[src/rtl/dbus_timer.sv]
// -----------------------------------------------------------------------------
// dbus_timer
//   Memory-mapped timer/compare responder on the core data bus. It decodes a
//   32-byte window at BASE_ADDR and runs a prescaled 32-bit up-counter. When
//   the counter matches COMPARE, a sticky MATCH flag is set. MATCH gated by
//   IRQ_EN drives a level interrupt.
//
//   Register map (word offsets within the window):
//     0x00 CTRL      bit0 EN, bit1 AUTO_RELOAD, bit2 IRQ_EN
//     0x04 PRESCALE  [PRESC_W-1:0]
//     0x08 COUNT     32-bit counter, read/write
//     0x0C COMPARE   32-bit compare value
//     0x10 STATUS    bit0 MATCH, write 1 to clear
//     0x14..0x1C     read as zero, writes ignored
//
// Parameters:
//   BASE_ADDR    window base; only bits [31:5] take part in the decode
//   PRESC_W      prescaler width, 1..32
//
// Ports:
//   i_Clk        system clock, rising edge
//   i_Rstn       asynchronous active-low reset
//   i_ReadEn     bus read request
//   i_WriteEn    bus write request (full word)
//   i_Addr       byte address; bits [1:0] are ignored
//   i_DataWrite  write data
//   o_DataRead   registered read data; zero whenever o_Hit is low
//   o_Hit        registered; high for one cycle after a read of this window
//   o_Interrupt  MATCH & IRQ_EN, level
// -----------------------------------------------------------------------------
module dbus_timer #(
    parameter logic [31:0] BASE_ADDR = 32'h0001_0000,
    parameter int          PRESC_W   = 16
) (
    input  logic        i_Clk,
    input  logic        i_Rstn,
    input  logic        i_ReadEn,
    input  logic        i_WriteEn,
    input  logic [31:0] i_Addr,
    input  logic [31:0] i_DataWrite,
    output logic [31:0] o_DataRead,
    output logic        o_Hit,
    output logic        o_Interrupt
);

    localparam logic [2:0] OFF_CTRL  = 3'd0;
    localparam logic [2:0] OFF_PRESC = 3'd1;
    localparam logic [2:0] OFF_COUNT = 3'd2;
    localparam logic [2:0] OFF_CMP   = 3'd3;
    localparam logic [2:0] OFF_STAT  = 3'd4;

    localparam logic [PRESC_W-1:0] PC_ONE = 1;

    // The field order puts EN in bit 0, AUTO_RELOAD in bit 1 and IRQ_EN in
    // bit 2, so the struct overlays the low three bits of the bus word.
    typedef struct packed {
        logic irq_en;
        logic auto_reload;
        logic en;
    } ctrl_t;

    ctrl_t              ctrl;
    logic [PRESC_W-1:0] prescale;
    logic [PRESC_W-1:0] pc;
    logic [31:0]        count;
    logic [31:0]        compare;
    logic               match;

    logic               sel;
    logic [2:0]         off;
    logic               wr_acc;
    logic               rd_acc;
    logic               tick;
    logic               cmp_hit;
    logic [31:0]        count_nxt;
    logic [31:0]        presc_ext;
    logic [31:0]        rd_mux;

    // The byte-lane bits are never decoded, because all accesses are
    // full-word accesses.
    logic               unused_addr_lsb;
    assign unused_addr_lsb = ^i_Addr[1:0];

    // ---------------------------------------------------------------- decode
    assign sel    = (i_Addr[31:5] == BASE_ADDR[31:5]);
    assign off    = i_Addr[4:2];
    assign wr_acc = i_WriteEn & sel;
    // When read and write are both asserted, only the write is performed,
    // so the read is suppressed here.
    assign rd_acc = i_ReadEn & sel & ~i_WriteEn;

    // ------------------------------------------------------------- prescaler
    assign tick    = ctrl.en && (pc == prescale);
    assign cmp_hit = tick && (count == compare);

    always_ff @(posedge i_Clk or negedge i_Rstn) begin
        if (!i_Rstn) begin
            pc <= '0;
        end else if (wr_acc && off == OFF_PRESC) begin
            // A PRESCALE write restarts the divider. If a tick occurs in the
            // same cycle, that tick still counts, because tick is taken from
            // the old pc value.
            pc <= '0;
        end else if (ctrl.en) begin
            pc <= tick ? '0 : pc + PC_ONE;
        end
    end

    // --------------------------------------------------------------- counter
    // A bus write to COUNT has priority over the tick update. The compare
    // for that tick still uses the old count, so MATCH can still be set.
    always_comb begin
        count_nxt = count;
        if (tick) begin
            count_nxt = (cmp_hit && ctrl.auto_reload) ? 32'd0 : count + 32'd1;
        end
        if (wr_acc && off == OFF_COUNT) begin
            count_nxt = i_DataWrite;
        end
    end

    always_ff @(posedge i_Clk or negedge i_Rstn) begin
        if (!i_Rstn) begin
            count <= '0;
        end else begin
            count <= count_nxt;
        end
    end

    // ------------------------------------------------------------- registers
    always_ff @(posedge i_Clk or negedge i_Rstn) begin
        if (!i_Rstn) begin
            ctrl     <= '0;
            prescale <= '0;
            compare  <= 32'hFFFF_FFFF;
        end else if (wr_acc) begin
            case (off)
                OFF_CTRL:  ctrl     <= ctrl_t'(i_DataWrite[2:0]);
                OFF_PRESC: prescale <= i_DataWrite[PRESC_W-1:0];
                OFF_CMP:   compare  <= i_DataWrite;
                default:   ;
            endcase
        end
    end

    // MATCH is sticky. If a match occurs in the same cycle as a
    // write-1-to-clear, setting the flag takes priority over clearing it.
    always_ff @(posedge i_Clk or negedge i_Rstn) begin
        if (!i_Rstn) begin
            match <= 1'b0;
        end else if (cmp_hit) begin
            match <= 1'b1;
        end else if (wr_acc && off == OFF_STAT && i_DataWrite[0]) begin
            match <= 1'b0;
        end
    end

    // ------------------------------------------------------------- read path
    always_comb begin
        presc_ext              = '0;
        presc_ext[PRESC_W-1:0] = prescale;
    end

    always_comb begin
        rd_mux = '0;
        case (off)
            OFF_CTRL:  rd_mux = {29'd0, ctrl};
            OFF_PRESC: rd_mux = presc_ext;
            OFF_COUNT: rd_mux = count;
            OFF_CMP:   rd_mux = compare;
            OFF_STAT:  rd_mux = {31'd0, match};
            default:   rd_mux = '0;
        endcase
    end

    // When this block is not responding, the data output is driven to zero.
    // This lets the core OR this output with the data-memory read data.
    always_ff @(posedge i_Clk or negedge i_Rstn) begin
        if (!i_Rstn) begin
            o_Hit      <= 1'b0;
            o_DataRead <= '0;
        end else begin
            o_Hit      <= rd_acc;
            o_DataRead <= rd_acc ? rd_mux : 32'd0;
        end
    end

    // The interrupt is combinational from register bits, with no added delay.
    assign o_Interrupt = match & ctrl.irq_en;

endmodule

[config.mk]
export PLATFORM = sky130hd
export DESIGN_NAME = dbus_timer
export DESIGN_NICKNAME = d
export VERILOG_FILES = /design/src/rtl/dbus_timer.sv
export SDC_FILE = /design/constraint.sdc
export NUM_CORES = 1
export LEC_CHECK = 0
export CAP_MARGIN = 0
export CORE_MARGIN = 3
export CORE_UTILIZATION = 55
export CTS_CLUSTER_SIZE = 40
export DETAILED_ROUTE_END_ITERATION = 7
export PLACE_DENSITY = 0.8
export RECOVER_POWER = 50
export SYNTH_ARGS = -nofsm -noshare
export SYNTH_HDL_FRONTEND = slang
export SYNTH_SLANG_ARGS = --single-unit
[constraint.sdc]
create_clock -name i_Clk -period 3.29 [get_ports i_Clk]
set_clock_uncertainty 0.1 [all_clocks]
set_input_delay 0.4935 -clock i_Clk [delete_from_list [all_inputs] [get_ports i_Clk]]
set_output_delay 0.4935 -clock i_Clk [all_outputs]
set_load 0.01 [all_outputs]
## Yosys cells after proc, flatten, opt, wreduce, memory -nomap -nowiden

Index checks and enable logic that the tools add are counted.

| word-level totals | value |
|---|---|
| word-level logic and storage cells | 48 |
| bits of input ports | 68 |
| register bits | 133 |
| output and inout bits | 34 |

| cells by class | value |
|---|---|
| reductions and logical operators | 14 |
| multiplexer cells | 10 |
| bitwise logic cells | 5 |
| eq/ne operators | 7 |
| add/subtract/negate cells | 2 |

Operator list:

| cell | count |
|---|---|
| 32-bit one-hot mux with 5 select lines | 1 |
| 32-bit two-way mux | 4 |
| 16-bit two-way mux | 3 |
| 32-bit by 1-bit adder with 32-bit output (second input constant) | 1 |
| 32-bit == test | 1 |
| 27-bit by 12-bit == test with 1-bit output (second input constant) | 1 |
| 16-bit by 1-bit adder with 16-bit output (second input constant) | 1 |
| 16-bit == test | 1 |
| 1-bit logical AND | 7 |
| 3-bit by 2-bit == test with 1-bit output (second input constant) | 2 |
| 2-bit AND reduction | 3 |
| 2-bit nonzero test | 3 |
| 1-bit bitwise AND | 4 |
| 3-bit by 1-bit == test with 1-bit output (second input constant) | 1 |
| 3-bit == test (second input constant) | 1 |
| 3-bit zero test | 1 |
| 1-bit two-way mux | 2 |
| 1-bit inverter | 1 |

## Longest topological paths before layout

| depth | value |
|---|---|
| depth after elaboration | 7 |
| mapped depth | 9 |
| depth with buffers taken out | 7 |

## Worst setup path after synthesis

No wires, ideal clock.

| timing path | value |
|---|---|
| path type | input -> register |
| start point | in i_Addr[15] |
| end point | reg prescale[10] |
| path buffers | 2 |
| cell stages on the path | 7 |
| required time | 3.065 ns |
| library setup time | 0.125 ns |
| slack | 0.652 ns |
| arrival time | 2.414 ns |
| cell sequence | nor4b_1 -> and4_1 -> nand3_1 -> nor3_1 -> clkbuf_1 -> buf_1 -> mux2_2 |

| on the way | value |
|---|---|
| cells in the longest elaborated chain, start to end | 3 |

RTL lines:

| element | line | text |
|---|---|---|
| start, declared | 39 | `input logic [31:0] i_Addr,` |
| 27-bit by 12-bit == test with 1-bit output | 85 | `assign sel = (i_Addr[31:5] == BASE_ADDR[31:5]);` |
| 1-bit bitwise AND | 87 | `assign wr_acc = i_WriteEn & sel;` |
| 2-bit AND reduction (no source line) | -- |  |
| end signal, assigned | 139 | `OFF_PRESC: prescale <= i_DataWrite[PRESC_W-1:0];` |
| end, declared | 63 | `logic [PRESC_W-1:0] prescale;` |

Every way passes these cells.
A chain may end at the register's enable or synchronous reset.

## Final worst setup path

| timing path | value |
|---|---|
| start point | reg count[0] |
| end point | reg count[22] |

| on the way | value |
|---|---|
| cells in the longest elaborated chain, start to end | 6 |
| elaborated cells on any way between the ends | 7 |
| classes of those cells | add/sub (1); eq/ne (1); mux (3); reduce/logical (2) |

RTL lines:

| element | line | text |
|---|---|---|
| start, declared | 65 | `logic [31:0] count;` |
| start signal, assigned | 126 | `count <= count_nxt;` |
| branches (longest 3 deep; another with 32-bit by 1-bit adder with 32-bit output) | -- |  |
| 32-bit two-way mux (*) | 115 | `count_nxt = (cmp_hit && ctrl.auto_reload) ? 32'd0 : count + 32'd1;` |
| 32-bit two-way mux (*) | 114 | `if (tick) begin` |
| 32-bit two-way mux (*) | 117 | `if (wr_acc && off == OFF_COUNT) begin` |

Mark *: on every way between the ends. The select of a mux whose other input is x is not followed.

==> flow_metrics.env <==
export IMPL_p_leak_uw=0.00395
export IMPL_path_clk_slew_ns=0.06
export IMPL_syn2layout_area_growth_pct=25.6
export IMPL_finalCritPeriodShare_pct=89.2
export IMPL_drc_errors=0
export IMPL_htreeDepth=4
export IMPL_end_kind="flop"
export IMPL_drt_iter0_markers=559
export IMPL_cts_max_path_buffers=2
export IMPL_synth_top_area_share_pct=34.6
export IMPL_ant_nets=0
export IMPL_yosysWarnings=0
export IMPL_diodes=0
export IMPL_io_buffers=99
export IMPL_wl_per_cell_um=20.3
export IMPL_cts_hold_buf=1
export IMPL_swShare_pct=20.9
export IMPL_cp_max_fo=6
export IMPL_die_w_um=121
export IMPL_drive_gt1_share_pct=20.0
export IMPL_min_path_cells=2
export IMPL_place_inst=981
export IMPL_yosys_register_bits=133
export IMPL_worstHoldPathType="reg -> reg"
export IMPL_met2_usage_pct=47.0
export IMPL_grt_start_max_net_pins=64
export IMPL_grt_remaining_overflow=0
export IMPL_antenna_found_initial=0
export IMPL_r2r_start="count[0]"
export IMPL_p_seq_share_pct=41.6
export IMPL_final_hold_viol_count=0
export IMPL_post_cts_resized=0
export IMPL_placed_cell_area_um2=8500
export IMPL_initial_core_util_pct=57.1
export IMPL_crit_arrival_ns=3.18
export IMPL_cts_sinks=133
export IMPL_critPathRequiredTime_ns=3.54
export IMPL_syn_nets=810
export IMPL_hpwlAfterDp_um=14400
export IMPL_core_um2=12800
export IMPL_grt_use_total_pct=29.1
export IMPL_synth_commonest_cells="101 x dfrtp_1, 85 x nor2_1, 62 x mux2_2"
export IMPL_cts_buffers=17
export IMPL_holdPathEnd="match"
export IMPL_drt_pass1_iterations=5
export IMPL_p_int_uw=3120
export IMPL_fmax_ghz=0.341
export IMPL_cts_tree="done"
export IMPL_maxCapViolCount=1
export IMPL_yosysMostFrequentCell="dfrtp_1"
export IMPL_use_met1_pct=38.0
export IMPL_drt_wl_total_um=20600
export IMPL_vias_per_cell=6.29
export IMPL_die_y_um=121
export IMPL_grtUsageMet3_pct=7.13
export IMPL_async_flop_share_pct=100
export IMPL_min_from="match"
export IMPL_synth_area_leaders="dfrtp_1 35%, dfstp_2 12%, mux2_2 9.6%, xnor2_1 5.8%, nor2_1 4.4%"
export IMPL_relSlewSlack_pct=-28.9
export IMPL_power_share_combinational_pct=4.7
export IMPL_io_pins=102
export IMPL_synth_edff_count=0
export IMPL_fin_tns_setup_ns=0
export IMPL_syn_instance_count=740
export IMPL_peakVddDrop_uv=395
export IMPL_crit_path_start_kind="flop"
export IMPL_clockPowerShare_pct=53.7
export IMPL_fin_crit_ns=2.93
export IMPL_drv_slew=36
export IMPL_post_cts_setup_buffers=0
export IMPL_worst_pin_slew_ns=1.93
export IMPL_fin_area_um2=9170
export IMPL_syn_area_um2=7300
export IMPL_postSynthAreaPerCell_um2=9.86
export IMPL_fp_row_count=41
export IMPL_stdcell_count=1014
export IMPL_seq_area_frac_synth_pct=46.1
export IMPL_gr_max_usage_layer="met2"
export IMPL_r2r_slack_ns=0.36
export IMPL_path_class="reg -> reg"
export IMPL_violations="max-capacitance violations, max-slew violations"
export IMPL_r2r_end="count[22]"
export IMPL_routed_via_count=6378
export IMPL_pwr_density_cell_nw_per_um2=430
export IMPL_yosysTopAreaCell="dfrtp_1"
export IMPL_grt_first_pass_wirelength_um=33400
export IMPL_n_fill_cell=886
export IMPL_insertion_delay_ns=0.43
export IMPL_root_buffer="clkbuf_16"
export IMPL_switching_power_uw=823
export IMPL_gp_congestion=0.978
export IMPL_yosys_most_used_dff="dfrtp_1"
export IMPL_layout_nets=899
export IMPL_first_global_vias=6480
export IMPL_outcome="finished, violations left"
export IMPL_ys_types=55
export IMPL_die_area_um2=14700
export IMPL_r2r_cells=6
export IMPL_setup_viol=0
export IMPL_rsz0062_at_grt="no"
==> how the worst max path moves through the flow <==
stage | from | endpoint | slack, ns | cells after the start
final | count[0] | count[22] | 0.36 | 6
after detailed placement | i_Addr[15] | pc[6] | 0.30 | 8
after global placement | i_Addr[15] | pc[1] | 0.36 | 7
after floorplan | i_Addr[15] | prescale[10] | 0.65 | 7
after global routing | i_Rstn | pc[4] | 0.14 | 3
after CTS | count[0] | count[22] | 0.38 | 6
==> power groups by stage <==
stage	combinational [µW]	sequential (µW)	clock, µW
2_1_floorplan	44.6	1670	0
3_3_place_gp	181	1670	0
3_5_place_dp	185	1670	0
4_1_cts	188	1640	2130
5_1_grt	202	1640	2210
6_report	186	1640	2120
==> stage by stage <==
stage | hold WS [ns] | util [%] | total power (µW) | setup WS [ns]
6_report | 0.461 | 71.8 | 3940 | 0.357
5_1_grt | 0.487 | 71.8 | 4050 | 0.135
4_1_cts | 0.463 | 71.8 | 3960 | 0.379
3_5_place_dp | 0.378 | 66.6 | 1850 | 0.296
3_3_place_gp | 0.374 | 66.6 | 1850 | 0.362
2_1_floorplan | 0.0979 | - | 1710 | 0.652
==> critical path, stage by stage, from the launching register on <==
cell     delay (ns)
dfrtp_1        0.46
ha_1           0.26
nand2_1        0.15
or4_1          0.61
or4_1          0.61
or4b_1         0.50
a31oi_1        0.18
==> flip-flops by register name, summed over array words and instances (netlist names) <==
signal / count
pc: 16
ctrl: 3
o_Hit: 1
compare: 32
match: 1
count: 32
prescale: 16
o_DataRead: 32
==> routing by layer <==
| metal | part of all wire, % | vias up |
|---|---|---|
| met2 | 49 | 335 |
| met3 | 7.9 | 51 |
| met4 | 2.8 | 0 |
| met1 | 40 | 3107 |
| met5 | 0 | - |
| li1 | - | 2885 |
==> cells in the final DEF (no fill, tap or decap), types with 4 or more instances in the layout <==
master           synthesis  layout
nand2b_1                 4       4
dfrtp_1                101     101
nand2_1                 31      31
nand3_1                 35      35
mux2_2                  62      62
nor2_1                  85      84
buf_4                    0      23
or4_1                    5       5
or3_1                    5       5
o21ai_0                 25      25
and3_1                   6       6
and2_1                  13      13
dlygate4sd3_1            0      18
nand4b_1                 7       7
nor4_2                   4       4
xnor2_1                 48      48
a31oi_1                 28      28
nor4_1                  21      21
xor2_1                  12      12
or2_2                    5       5
nor3_1                  10       9
clkdlybuf4s50_1          0      81
nor2b_1                  5       5
a21oi_1                 31      31
nand4_1                 24      24
dfstp_2                 32      32
or4b_1                   4       4
inv_1                    9       9
bufinv_16                0       5
a22oi_1                 34      34
clkbuf_16                0      17
==> cell type report <==
type                            instances  area [µm²]  share of cell area [%]
Timing Repair Buffer                  125        1190                    13.0
Clock buffer                           20         457                    4.98
Tap cell                              172         215                    2.35
Clock inverter                         12         201                    2.20
Inverter                                9        33.8                   0.369
Sequential cell                       133        3370                    36.7
Multi-Input combinational cell        543        3700                    40.3
==> cell families after synthesis <==
kind of cell	share of synthesized area [%]
AO/OA/AOI/OAI	11.8
XOR/XNOR	7.20
adder cells (fa/ha/maj)	0.343
buffers and inverters	3.38
flip-flops	46.1
multiplexers	10.6
AND/OR/NAND/NOR	20.6
(Power assumes the default switching activity.)
